$ cat src/rtl/tti_rx_queue.sv
// tti_rx_queue
// Receive-side queue between the I3C target controller and the TTI CSR read
// port (RX descriptor or RX data). The controller pushes entries with a
// valid/ready handshake. Firmware pops them through a single-cycle req/ack
// port that never stalls. The block also produces the clamped ready
// threshold and its level trigger, and runs the self-clearing per-queue
// register reset.
//
// Ports:
//   clk_i, rst_ni      clock, asynchronous active-low reset
//   wr_valid_i/wr_ready_o/wr_data_i   push handshake from the controller
//   rd_req_i/rd_ack_o/rd_data_o       CSR pop port (ack 1 cycle after req)
//   ready_thld_i/ready_thld_o         programmed / effective threshold
//   ready_thld_trig_o                 level, count >= effective threshold
//   reg_rst_i                         CSR queue-reset bit
//   reg_rst_we_o/reg_rst_data_o       self-clear write of the reset bit
//   full_o, empty_o, count_o          occupancy status
module tti_rx_queue #(
  parameter int unsigned Depth     = 8,
  parameter int unsigned DataWidth = 32,
  parameter int unsigned ThldWidth = 8,
  parameter int unsigned CntWidth  = $clog2(Depth + 1)
) (
  input  logic                 clk_i,
  input  logic                 rst_ni,
  input  logic                 wr_valid_i,
  output logic                 wr_ready_o,
  input  logic [DataWidth-1:0] wr_data_i,
  input  logic                 rd_req_i,
  output logic                 rd_ack_o,
  output logic [DataWidth-1:0] rd_data_o,
  input  logic [ThldWidth-1:0] ready_thld_i,
  output logic [ThldWidth-1:0] ready_thld_o,
  output logic                 ready_thld_trig_o,
  input  logic                 reg_rst_i,
  output logic                 reg_rst_we_o,
  output logic                 reg_rst_data_o,
  output logic                 full_o,
  output logic                 empty_o,
  output logic [CntWidth-1:0]  count_o
);

  localparam int unsigned PtrWidth = (Depth > 1) ? $clog2(Depth) : 1;
  localparam logic [ThldWidth-1:0] DepthThld = ThldWidth'(Depth);

  typedef enum logic [1:0] {
    ST_IDLE,
    ST_RST,
    ST_RST_WAIT
  } state_e;

  state_e state_q, state_d;

  logic [DataWidth-1:0] mem_q [Depth];
  logic [PtrWidth-1:0]  head_q, tail_q;
  logic [CntWidth-1:0]  count_q;
  logic                 rd_ack_q;
  logic [DataWidth-1:0] rd_data_q;
  logic                 push, pop;
  logic [ThldWidth-1:0] thld_eff;

  function automatic logic [PtrWidth-1:0] ptr_inc(input logic [PtrWidth-1:0] p);
    return (p == PtrWidth'(Depth - 1)) ? '0 : p + PtrWidth'(1);
  endfunction

  assign full_o     = (count_q == CntWidth'(Depth));
  assign empty_o    = (count_q == '0);
  assign count_o    = count_q;
  assign wr_ready_o = !full_o && (state_q == ST_IDLE);

  // A push taken in the same cycle that reg_rst_i is seen is still accepted
  // (the handshake has already completed); the RST state then discards it.
  assign push = wr_valid_i && wr_ready_o;
  // The queue reset request wins over a pop; that read is acked with data 0.
  assign pop  = rd_req_i && (state_q == ST_IDLE) && !reg_rst_i && !empty_o;

  always_comb begin
    state_d = state_q;
    unique case (state_q)
      ST_IDLE:     if (reg_rst_i) state_d = ST_RST;
      ST_RST:      state_d = ST_RST_WAIT;
      ST_RST_WAIT: if (!reg_rst_i) state_d = ST_IDLE;
      default:     state_d = ST_IDLE;
    endcase
  end

  always_ff @(posedge clk_i or negedge rst_ni) begin
    if (!rst_ni) state_q <= ST_IDLE;
    else         state_q <= state_d;
  end

  always_ff @(posedge clk_i or negedge rst_ni) begin
    if (!rst_ni) begin
      head_q  <= '0;
      tail_q  <= '0;
      count_q <= '0;
    end else if (state_q == ST_RST) begin
      head_q  <= '0;
      tail_q  <= '0;
      count_q <= '0;
    end else begin
      if (push) tail_q <= ptr_inc(tail_q);
      if (pop)  head_q <= ptr_inc(head_q);
      unique case ({push, pop})
        2'b10:   count_q <= count_q + CntWidth'(1);
        2'b01:   count_q <= count_q - CntWidth'(1);
        default: count_q <= count_q;
      endcase
    end
  end

  // Storage is intentionally not reset; empty reads return 0 instead.
  always_ff @(posedge clk_i) begin
    if (push) mem_q[tail_q] <= wr_data_i;
  end

  // Every request is acked next cycle; data is the head entry only on a
  // real pop and 0 otherwise, which also clears it the cycle after an ack.
  always_ff @(posedge clk_i or negedge rst_ni) begin
    if (!rst_ni) begin
      rd_ack_q  <= 1'b0;
      rd_data_q <= '0;
    end else begin
      rd_ack_q  <= rd_req_i;
      rd_data_q <= pop ? mem_q[head_q] : '0;
    end
  end

  assign rd_ack_o  = rd_ack_q;
  assign rd_data_o = rd_data_q;

  always_comb begin
    thld_eff = ready_thld_i;
    if (ready_thld_i == '0)            thld_eff = ThldWidth'(1);
    else if (ready_thld_i > DepthThld) thld_eff = DepthThld;
  end

  assign ready_thld_o      = thld_eff;
  assign ready_thld_trig_o = (ThldWidth'(count_q) >= thld_eff);

  assign reg_rst_we_o   = (state_q == ST_RST);
  assign reg_rst_data_o = 1'b0;

endmodule

$ cat config.mk
export PLATFORM = sky130hd
export DESIGN_NAME = tti_rx_queue
export DESIGN_NICKNAME = d
export VERILOG_FILES = /design/src/rtl/tti_rx_queue.sv
export SDC_FILE = /design/constraint.sdc
export NUM_CORES = 1
export LEC_CHECK = 0
export CAP_MARGIN = 15
export CORE_ASPECT_RATIO = 1.75
export CORE_MARGIN = 2
export CORE_UTILIZATION = 50
export DETAILED_ROUTE_END_ITERATION = 10
export PLACE_DENSITY = 0.72
export SYNTH_ARGS = -nofsm -noshare
export SYNTH_HDL_FRONTEND = slang
export SYNTH_SLANG_ARGS = --single-unit
$ cat constraint.sdc
create_clock -name clk_i -period 8.05 [get_ports clk_i]
set_clock_uncertainty 0.05 [all_clocks]
set_input_delay 0.805 -clock clk_i [delete_from_list [all_inputs] [get_ports clk_i]]
set_output_delay 0.805 -clock clk_i [all_outputs]
set_load 0.03 [all_outputs]
Word-level counts from Yosys, hierarchy flattened
Memory sizes are Yosys's and may differ from the RTL's.
Index checks and enable logic that the tools add are counted.
{"block": "totals", "input_bits": 45, "ff_bits": 45, "mem_bits_rw": 256, "wordCells": 53, "memories": 1}
{"block": "classes", "n_addsub": 4, "eq_ne": 9, "mux": 16, "n_lt_le_gt_ge": 2, "n_reduce_logical": 15}
{"memory": "mem_q", "depth": 8, "word_bits": 32, "rd": 1, "rd_ports_with_merged_regs": 0, "wr": 1, "line_no": "54", "rtl": "logic [DataWidth-1:0] mem_q [Depth];"}
{"cell": "32-bit 2-to-1 mux", "count": 1}
{"cell": "3-bit 2-to-1 mux", "count": 6}
{"cell": "8-bit 2-to-1 mux", "count": 2}
{"cell": "4-bit by 8-bit >= comparator with 1-bit output", "count": 1}
{"cell": "8-bit by 4-bit > comparator with 1-bit output, second input constant", "count": 1}
{"cell": "8-bit zero test", "count": 1}
{"cell": "4-bit one-hot mux with 2 select lines", "count": 1}
{"cell": "3-bit by 1-bit adder with 3-bit output, second input constant", "count": 2}
{"cell": "3-bit == test, second input constant", "count": 2}
{"cell": "2-bit one-hot mux with 3 select lines", "count": 1}
{"cell": "1-bit logical AND", "count": 5}
{"cell": "4-bit by 1-bit adder with 4-bit output, second input constant", "count": 1}
{"cell": "2-bit by 1-bit == test with 1-bit output, second input constant", "count": 2}
{"cell": "2-bit == test, second input constant", "count": 2}
{"cell": "4-bit == test, second input constant", "count": 1}
{"cell": "4-bit zero test", "count": 1}
{"cell": "2-bit 2-to-1 mux", "count": 2}
{"cell": "4-bit 2-to-1 mux", "count": 1}
{"cell": "2-bit inequality test, second input constant", "count": 2}
{"cell": "2-bit nonzero test", "count": 2}
{"cell": "4-bit by 1-bit subtractor with 4-bit output, second input constant", "count": 1}
{"cell": "1-bit zero test", "count": 3}
{"cell": "3-bit nonzero test", "count": 1}
{"cell": "2-bit zero test", "count": 1}
{"cell": "other kinds (2)", "count": 3}

Logic depth before layout (Yosys ltp)
Gate-level depths: netlist (run 1).
{"block": "depth", "word_depth": 7, "mapped_depth": 10}

Worst setup path before layout (run 1)
No wires, ideal clock.
{"block": "synth_path", "path_type": "register to register", "from": "register count_q[0] (netlist: count_o[0])", "to": "memory mem_q[0][0] (enable)", "stages_incl_launch_ff": 4, "setup_time_ns": 0.502, "path_slack_ns": 3.180, "period_less_slack_ns": 4.870, "arrival_time_ns": 4.318, "cell_sequence": "dfrtp_1 -> nor4b_2 -> nand3b_1 -> nor4_1"}
{"block": "synth_between", "elab_chain_cells": 6}
{"item": "from (decl)", "line_no": "56", "rtl": "logic [CntWidth-1:0] count_q;"}
{"item": "from (signal assigned)", "line_no": "105", "rtl": "2'b10: count_q <= count_q + CntWidth'(1);"}
{"item": "from (signal assigned)", "line_no": "106", "rtl": "2'b01: count_q <= count_q - CntWidth'(1);"}
{"item": "from (signal assigned)", "line_no": "107", "rtl": "default: count_q <= count_q;"}
{"item": "4-bit == test", "line_no": "66", "rtl": "assign full_o = (count_q == CntWidth'(Depth));"}
{"item": "net full_o", "line_no": "38", "rtl": "output logic full_o,"}
{"item": "1-bit zero test", "line_no": "69", "rtl": "assign wr_ready_o = !full_o && (state_q == ST_IDLE);"}
{"item": "1-bit logical AND", "line_no": "69"}
{"item": "1-bit logical AND", "line_no": "73", "rtl": "assign push = wr_valid_i && wr_ready_o;"}
{"item": "1-bit 2-to-1 mux", "line_no": "114", "rtl": "if (push) mem_q[tail_q] <= wr_data_i;"}
{"item": "1-bit 2-to-1 mux (implied by the code)", "line_no": "114"}
{"item": "to (decl)", "line_no": "54"}
The timed path passes the listed nets, and every way through them passes these cells.

Worst setup path in the final report (run 1)
{"block": "layout_path", "from": "input port ready_thld_i[6]", "to": "output port ready_thld_trig_o"}
{"block": "layout_between", "elab_chain_cells": 4, "elab_cells_between_ends": 5, "cone_classes": "order compare (2); mux (2); reduce/logical (1)"}
{"item": "from (decl)", "line_no": "32", "rtl": "input logic [ThldWidth-1:0] ready_thld_i,"}
{"item": "8-bit by 4-bit > comparator with 1-bit output", "line_no": "135", "rtl": "else if (ready_thld_i > DepthThld) thld_eff = DepthThld;"}
{"item": "8-bit 2-to-1 mux", "line_no": "135"}
{"item": "8-bit 2-to-1 mux *", "line_no": "134", "rtl": "if (ready_thld_i == '0) thld_eff = ThldWidth'(1);"}
{"item": "4-bit by 8-bit >= comparator with 1-bit output *", "line_no": "139", "rtl": "assign ready_thld_trig_o = (ThldWidth'(count_q) >= thld_eff);"}
{"item": "to (decl)", "line_no": "34", "rtl": "output logic ready_thld_trig_o,"}
Mark *: on every way between the ends. The rest lies on a longest branch, timed or not.

==> metrics.md, run 1 <==
| Metric | Value |
|---|---|
| Status | `complete, no violations` |
| GPL Wtd Cong | `0.765` |
| Post-synth ARST share | `15.0%` |
| Die Height | `204 µm` |
| Die ar. | `0.0242 mm²` |
| Largest family of logic cells by synthesized area | `multiplexers` |
| Post-CTS setup buffer count | `0` |
| Top-area cell type share of the netlist area | `67.2%` |
| Fin crit share | `55.8%` |
| First-pass GRT wire length | `34.2 mm` |
| GRT Total Usage | `18.8%` |
| Area after DPL | `0.0127 mm²` |
| CP Cell Sequence | `clkdlybuf4s50_1 -> or4_1 -> nor2_1 -> inv_1 -> nor2_1 -> ha_1 -> nand2b_1 -> a21oi_1 -> nor2b_1 -> o21ai_0 -> nand2b_1 -> clkdlybuf4s50_1` |
| Root Buffer | `clkbuf_16` |
| WL per Instance | `22.9 µm` |
| Die X | `118 µm` |
| Vias per cell | `5.60` |
| Worst-Margin Slew | `0.929 ns` |
| Pint | `0.00307 W` |
| TritonCTS buffer count | `26` |
| Final Hold Violating Endpoints | `0` |
| Final net count | `709` |
| Pwr Density | `314 mW/mm²` |
| Slew headroom | `37.9%` |
| Routed WL | `22.2 mm` |
| CP arrival | `3.64 ns` |
| P&R area growth vs syn | `18.8%` |
| Maximum clock path buffer count | `3` |
| Starting density of the core | `50.7%` |
| # diodes | `0` |
| CP max stage delay | `0.59 ns` |
| Synth Area in XOR/XNOR | `0.317%` |
| Detail Placement HPWL | `12.5 mm` |
| Crit. End Element | `primary output` |
| Adder-cell share of the synthesized area | `1.27%` |
| Inst Count DP | `925` |
| Synth top cells by count | `256 x edfxtp_1, 64 x mux4_2, 45 x dfrtp_1` |
| Hold WC Path Type | `in -> async` |
| Port Buffers | `90` |
| Yosys reg bits | `301` |
| Mux contribution to synthesized area | `15.4%` |
| Post-synth EDFFs | `256` |
| DRC viols | `0` |
| Drt first pass iters | `5` |
| Psw | `0.00119 W` |
| Maximum VDD drop | `0.211 mV` |
| # rows | `73` |
| Switching Share | `28.0%` |
| Synth warnings | `0` |
| CP Max Fanout | `4` |
| Critical Path RT | `7.19 ns` |
| Startpoint types | `input pin` |
| Clock Sinks | `301` |
| FF/Latch Area | `0.00882 mm²` |
| Sequential power share | `46.8%` |
| Initial antenna violation count | `0` |
| Count leader, synth | `edfxtp_1` |
| CTS H-tree lvls | `1` |
| Synth cell types | `37` |
| Vias | `5451` |
| Ratio of cells with drive above 1 in the final layout | `19.9%` |
| IO Count | `96` |
| WS Path Type | `in -> out` |
| Initial DRC count | `281` |
| Post-CTS resize count | `0` |
| Remaining antenna violation count | `0` |
| Compound-gate portion of the synthesized area | `0.721%` |
| Final Util | `60.3%` |
| CTS hold repair buffers | `0` |
| Maximum Capacitance Violations | `0` |
| Tmin final | `4.49 ns` |
| Slowest-stage cell, CP | `clkdlybuf4s50_1` |
| Syn avg cell area | `20.9 µm²` |
| Maximum clock rate | `0.223 GHz` |
| Largest area contributor in the netlist | `edfxtp_1` |
| Final number of max-transition violations | `0` |
| Post-Layout Cell Count | `973` |
| Synth Instances | `547` |
| Top post-synthesis cells by area | `edfxtp_1 67%, mux4_2 13%, dfrtp_1 9.8%` |
| Clock-pin transition on the worst setup and hold timing paths | `0.07 ns` |
| Core Region | `0.0226 mm²` |
| Synth Cell Area | `0.0114 mm²` |
| Multi-input gate area | `0.00253 mm²` |
| Pin count of the biggest net entering global routing | `46` |
| CTS tree | `done` |
| RSZ-0062 raised after global routing | `no` |
| Logic gate share of total power | `23.9%` |
| Clock Latency Late Sink | `0.53 ns` |
| Clock share of power | `29.3%` |
| Fillers | `1601` |
| Sequential fraction of the synthesis area | `77.0%` |
| Sum of negative setup slack | `0 ns` |
| Gr ovfl total | `0` |
| Ys flop type | `edfxtp_1` |
| Simple-gate portion of the synthesized area | `3.65%` |
| Leakage power | `4.51 nW` |
| Final setup vio count | `0` |
| Vias in the first global route | `5899` |
| Final Instance Area | `0.0136 mm²` |
==> critical path, delay by kind of cell <==
family,cells,cell delay (ns)
buf+inv,3,1.09
compound gates,2,0.29
simple gates,6,1.19
fa+ha+maj,1,0.26
==> cell type report <==
class / instances / share of cell area, %
sequential: 301 / 64.9
multi-input combinational: 214 / 18.6
timing repair buffer: 104 / 7.36
clock buffer: 36 / 5.22
tap: 300 / 2.76
clock inverter: 12 / 1.06
inverter: 6 / 0.166
==> flip-flops by register name, summed over array words and instances, names as in the netlist <==
name	count
count_o	4
mem_q	256
state_q	2
rd_ack_o	1
head_q	3
tail_q	3
rd_data_o	32
==> per-stage QoR <==
| stage | setup WS [ns] | total power, W | hold WS, ns |
|---|---|---|---|
| CTS | 3.52 | 0.00432 | 0.351 |
| global placement | 3.69 | 0.00302 | 0.452 |
| global route | 3.34 | 0.00446 | 0.386 |
| finish | 3.56 | 0.00426 | 0.331 |
| floorplan | 3.18 | 0.00273 | 0.432 |
| detailed placement | 3.52 | 0.00306 | 0.457 |
==> path summary, 6_finish.rpt <==
path                                 startpoint                 to  slack [ns]  depth (start not counted)
max in group asynchronous                rst_ni          head_q[0]        7.13                          2
min in group clk_i                   state_q[0]         state_q[1]        0.48                          1
worst max-delay path            ready_thld_i[6]  ready_thld_trig_o        3.56                         12
worst min register to register       state_q[0]         state_q[1]        0.48                          1
worst min-delay path                     rst_ni           rd_ack_o        0.33                          2
worst max register to register       count_o[0]         count_o[3]        4.84                          9
==> layout by cell type, fill, tap and decap left out, drive strengths merged, types with 2 or more instances in the layout <==
cell / count
nand2: 13
inv: 8
o21ai: 6
mux4: 64
buf: 15
o31ai: 2
a21oi: 3
ha: 10
clkdlybuf4s50: 89
dfrtp: 45
clkbuf: 36
nand2b: 7
edfxtp: 256
conb: 5
nor3: 6
nand3: 7
bufinv: 3
mux2i: 32
nand3b: 2
clkinv: 7
nor2: 43
nor4: 2
==> layer usage <==
metal  vias up  wire (µm)  global-route usage, %
met5         -          0                      0
met4         0        593                   7.10
met3        42       1130                   2.85
met2       164      12300                   34.3
met1      2852       8190                   22.7
li1       2393          -                      -
==> kinds of logic (layout without fill, tap and decap cells) <==
logic type      after synthesis  in the layout
other cells                   1              5
simple gates                 86             86
compound gates               14             14
flops                       301            301
mux                          96             96
buf+inv                      36            158
xor+xnor                      2              2
fa+ha+maj                    11             11
==> power by group through the flow <==
stage / combinational, W / clock [W] / sequential (W)
3_5_place_dp: 0.00103 / 0 / 0.00203
4_1_cts: 0.00104 / 0.00128 / 0.00200
3_3_place_gp: 0.00101 / 0 / 0.00202
2_1_floorplan: 0.000693 / 0 / 0.00203
6_report: 0.00102 / 0.00125 / 0.00200
5_1_grt: 0.00110 / 0.00134 / 0.00202
No activity file was read; power rests on OpenSTA's default activity.
==> run 2, diff against run 1 <==
Settings changed: PLACE_DENSITY 0.72 to 0.75.
Clock period 8.05 ns to 3.8 ns, I/O delays scaled along.
==> metrics.md, run 2 (synthesis gave the netlist of run 1 again) <==
| Metric | Value |
|---|---|
| Clock Sinks | `301` |
| Final net count | `713` |
| DRC viols | `0` |
| CTS H-tree lvls | `1` |
| Ratio of cells with drive above 1 in the final layout | `21.0%` |
| First-pass GRT wire length | `33.6 mm` |
| Starting density of the core | `50.7%` |
| CP max stage delay | `0.53 ns` |
| Vias in the first global route | `5909` |
| CP arrival | `2.81 ns` |
| Worst-Margin Slew | `0.970 ns` |
| Tmin final | `3.24 ns` |
| GPL Wtd Cong | `0.748` |
| Slew headroom | `35.4%` |
| Post-CTS setup buffer count | `0` |
| Vias per cell | `5.60` |
| Startpoint types | `input pin` |
| Initial antenna violation count | `1` |
| CTS tree | `done` |
| Status | `complete, no violations` |
| IO Count | `96` |
| Post-Layout Cell Count | `976` |
| Maximum clock path buffer count | `3` |
| Maximum clock rate | `0.308 GHz` |
| Sum of negative setup slack | `0 ns` |
| CP Max Fanout | `4` |
| CP Cell Sequence | `clkdlybuf4s50_1 -> or4_1 -> nor2_2 -> inv_1 -> nor2_1 -> ha_1 -> nand2b_1 -> a21oi_1 -> nor2b_1 -> o21ai_0 -> nand2b_1 -> dlymetal6s2s_1` |
| Final number of max-transition violations | `0` |
| Die X | `118 µm` |
| Fillers | `1566` |
| Multi-input gate area | `0.00254 mm²` |
| CP most frequent cell | `nand2b_1` |
| P&R area growth vs syn | `19.1%` |
| Clock Latency Late Sink | `0.53 ns` |
| Largest Register | `mem_q` |
| RSZ-0062 raised after global routing | `no` |
| TritonCTS buffer count | `25` |
| Buf/Inv on CP | `3` |
| # rows | `73` |
| WL per Instance | `22.4 µm` |
| Initial DRC count | `331` |
| Port Buffers | `90` |
| Remaining antenna violation count | `0` |
| Hold WC Path Type | `in -> async` |
| Hold Slack | `0.220 ns` |
| Critical Path RT | `3.37 ns` |
| Clock-pin transition on the worst setup and hold timing paths | `0.07 ns` |
| Crit. End Element | `primary output` |
| Detail Placement HPWL | `12.6 mm` |
| WS Path Type | `in -> out` |
| Maximum VDD drop | `0.408 mV` |
| Maximum Capacitance Violations | `0` |
| Routed WL | `21.9 mm` |
| Root Buffer | `clkbuf_16` |
| FF/Latch Area | `0.00882 mm²` |
| Slowest-stage cell, CP | `or4_1` |
| Gr ovfl total | `0` |
| Drt first pass iters | `4` |
| Cell family with most CP delay | `simple AND/OR/NAND/NOR gates` |
| Vias | `5465` |
| Core Region | `0.0226 mm²` |
| Most common cell after layout, fill and taps aside | `edfxtp_1` |
| Power Total | `0.00897 W` |
| Highest-count cells in the layout ignoring fill and taps | `256 x edfxtp_1, 88 x clkdlybuf4s50_1, 64 x mux4_2, 42 x dfrtp_1, 38 x nor2_1` |
| Max reg flops | `256` |
| Fin crit share | `85.3%` |
| GRT Total Usage | `18.4%` |
| Final setup vio count | `0` |
| Die ar. | `0.0242 mm²` |
| Pin count of the biggest net entering global routing | `43` |
| Pwr Density | `658 mW/mm²` |
| Leakage power | `4.52 nW` |
| Die Height | `204 µm` |
| Final Hold Violating Endpoints | `0` |
| Inst Count DP | `929` |
[run 2: through the flow]
stage	worst slack, ns	utilization, %	cell area [µm²]
after global routing	0.350	60.4	13600
after floorplan	-0.222	-	11500
final	0.557	60.4	13600
after global placement	0.290	56.8	12800
after CTS	0.113	60.4	13600
after detailed placement	0.106	56.8	12800
[run 2: area by class of cell]
cell class / instances / share of cell area [%]
sequential: 301 / 64.7
multi-input combinational: 214 / 18.7
timing repair buffer: 109 / 7.74
clock buffer: 26 / 4.62
tap: 300 / 2.75
clock inverter: 19 / 1.36
inverter: 6 / 0.165
antenna: 1 / 0.0184
[run 2: power breakdown]
part,internal (W),total [W],switching [W]
Combinational,0.00106,0.00213,0.00107
Sequential,0.00395,0.00429,0.000338
Clock,0.00142,0.00255,0.00113
Total,0.00643,0.00897,0.00254
[run 2: final timing paths]
check | startpoint | endpoint | slack [ns] | cells after the start
setup / recovery | ready_thld_i[6] | ready_thld_trig_o | 0.56 | 12
hold / removal | rst_ni | rd_data_o[2] | 0.22 | 2
setup reg to reg | count_o[1] | count_o[3] | 1.14 | 9
hold reg to reg | state_q[0] | state_q[1] | 0.50 | 1
max in group asynchronous | rst_ni | head_q[0] | 2.64 | 3
min in group clk_i | rd_req_i | rd_ack_o | 0.35 | 1
[run 2: per-layer routing]
metal	vias up	wire (µm)	global-route usage [%]
li1	2395	-	-
met3	35	1150	2.06
met2	167	12000	34.2
met5	-	0	0
met1	2868	8180	21.8
met4	0	575	7.10
[run 2: timing repair]
item | in CTS | in global routing
hold endpoints to repair | 12 | 0
setup endpoints to repair | 0 | 1
gates resized for setup | 0 | 2
hold buffers | 1 | 0
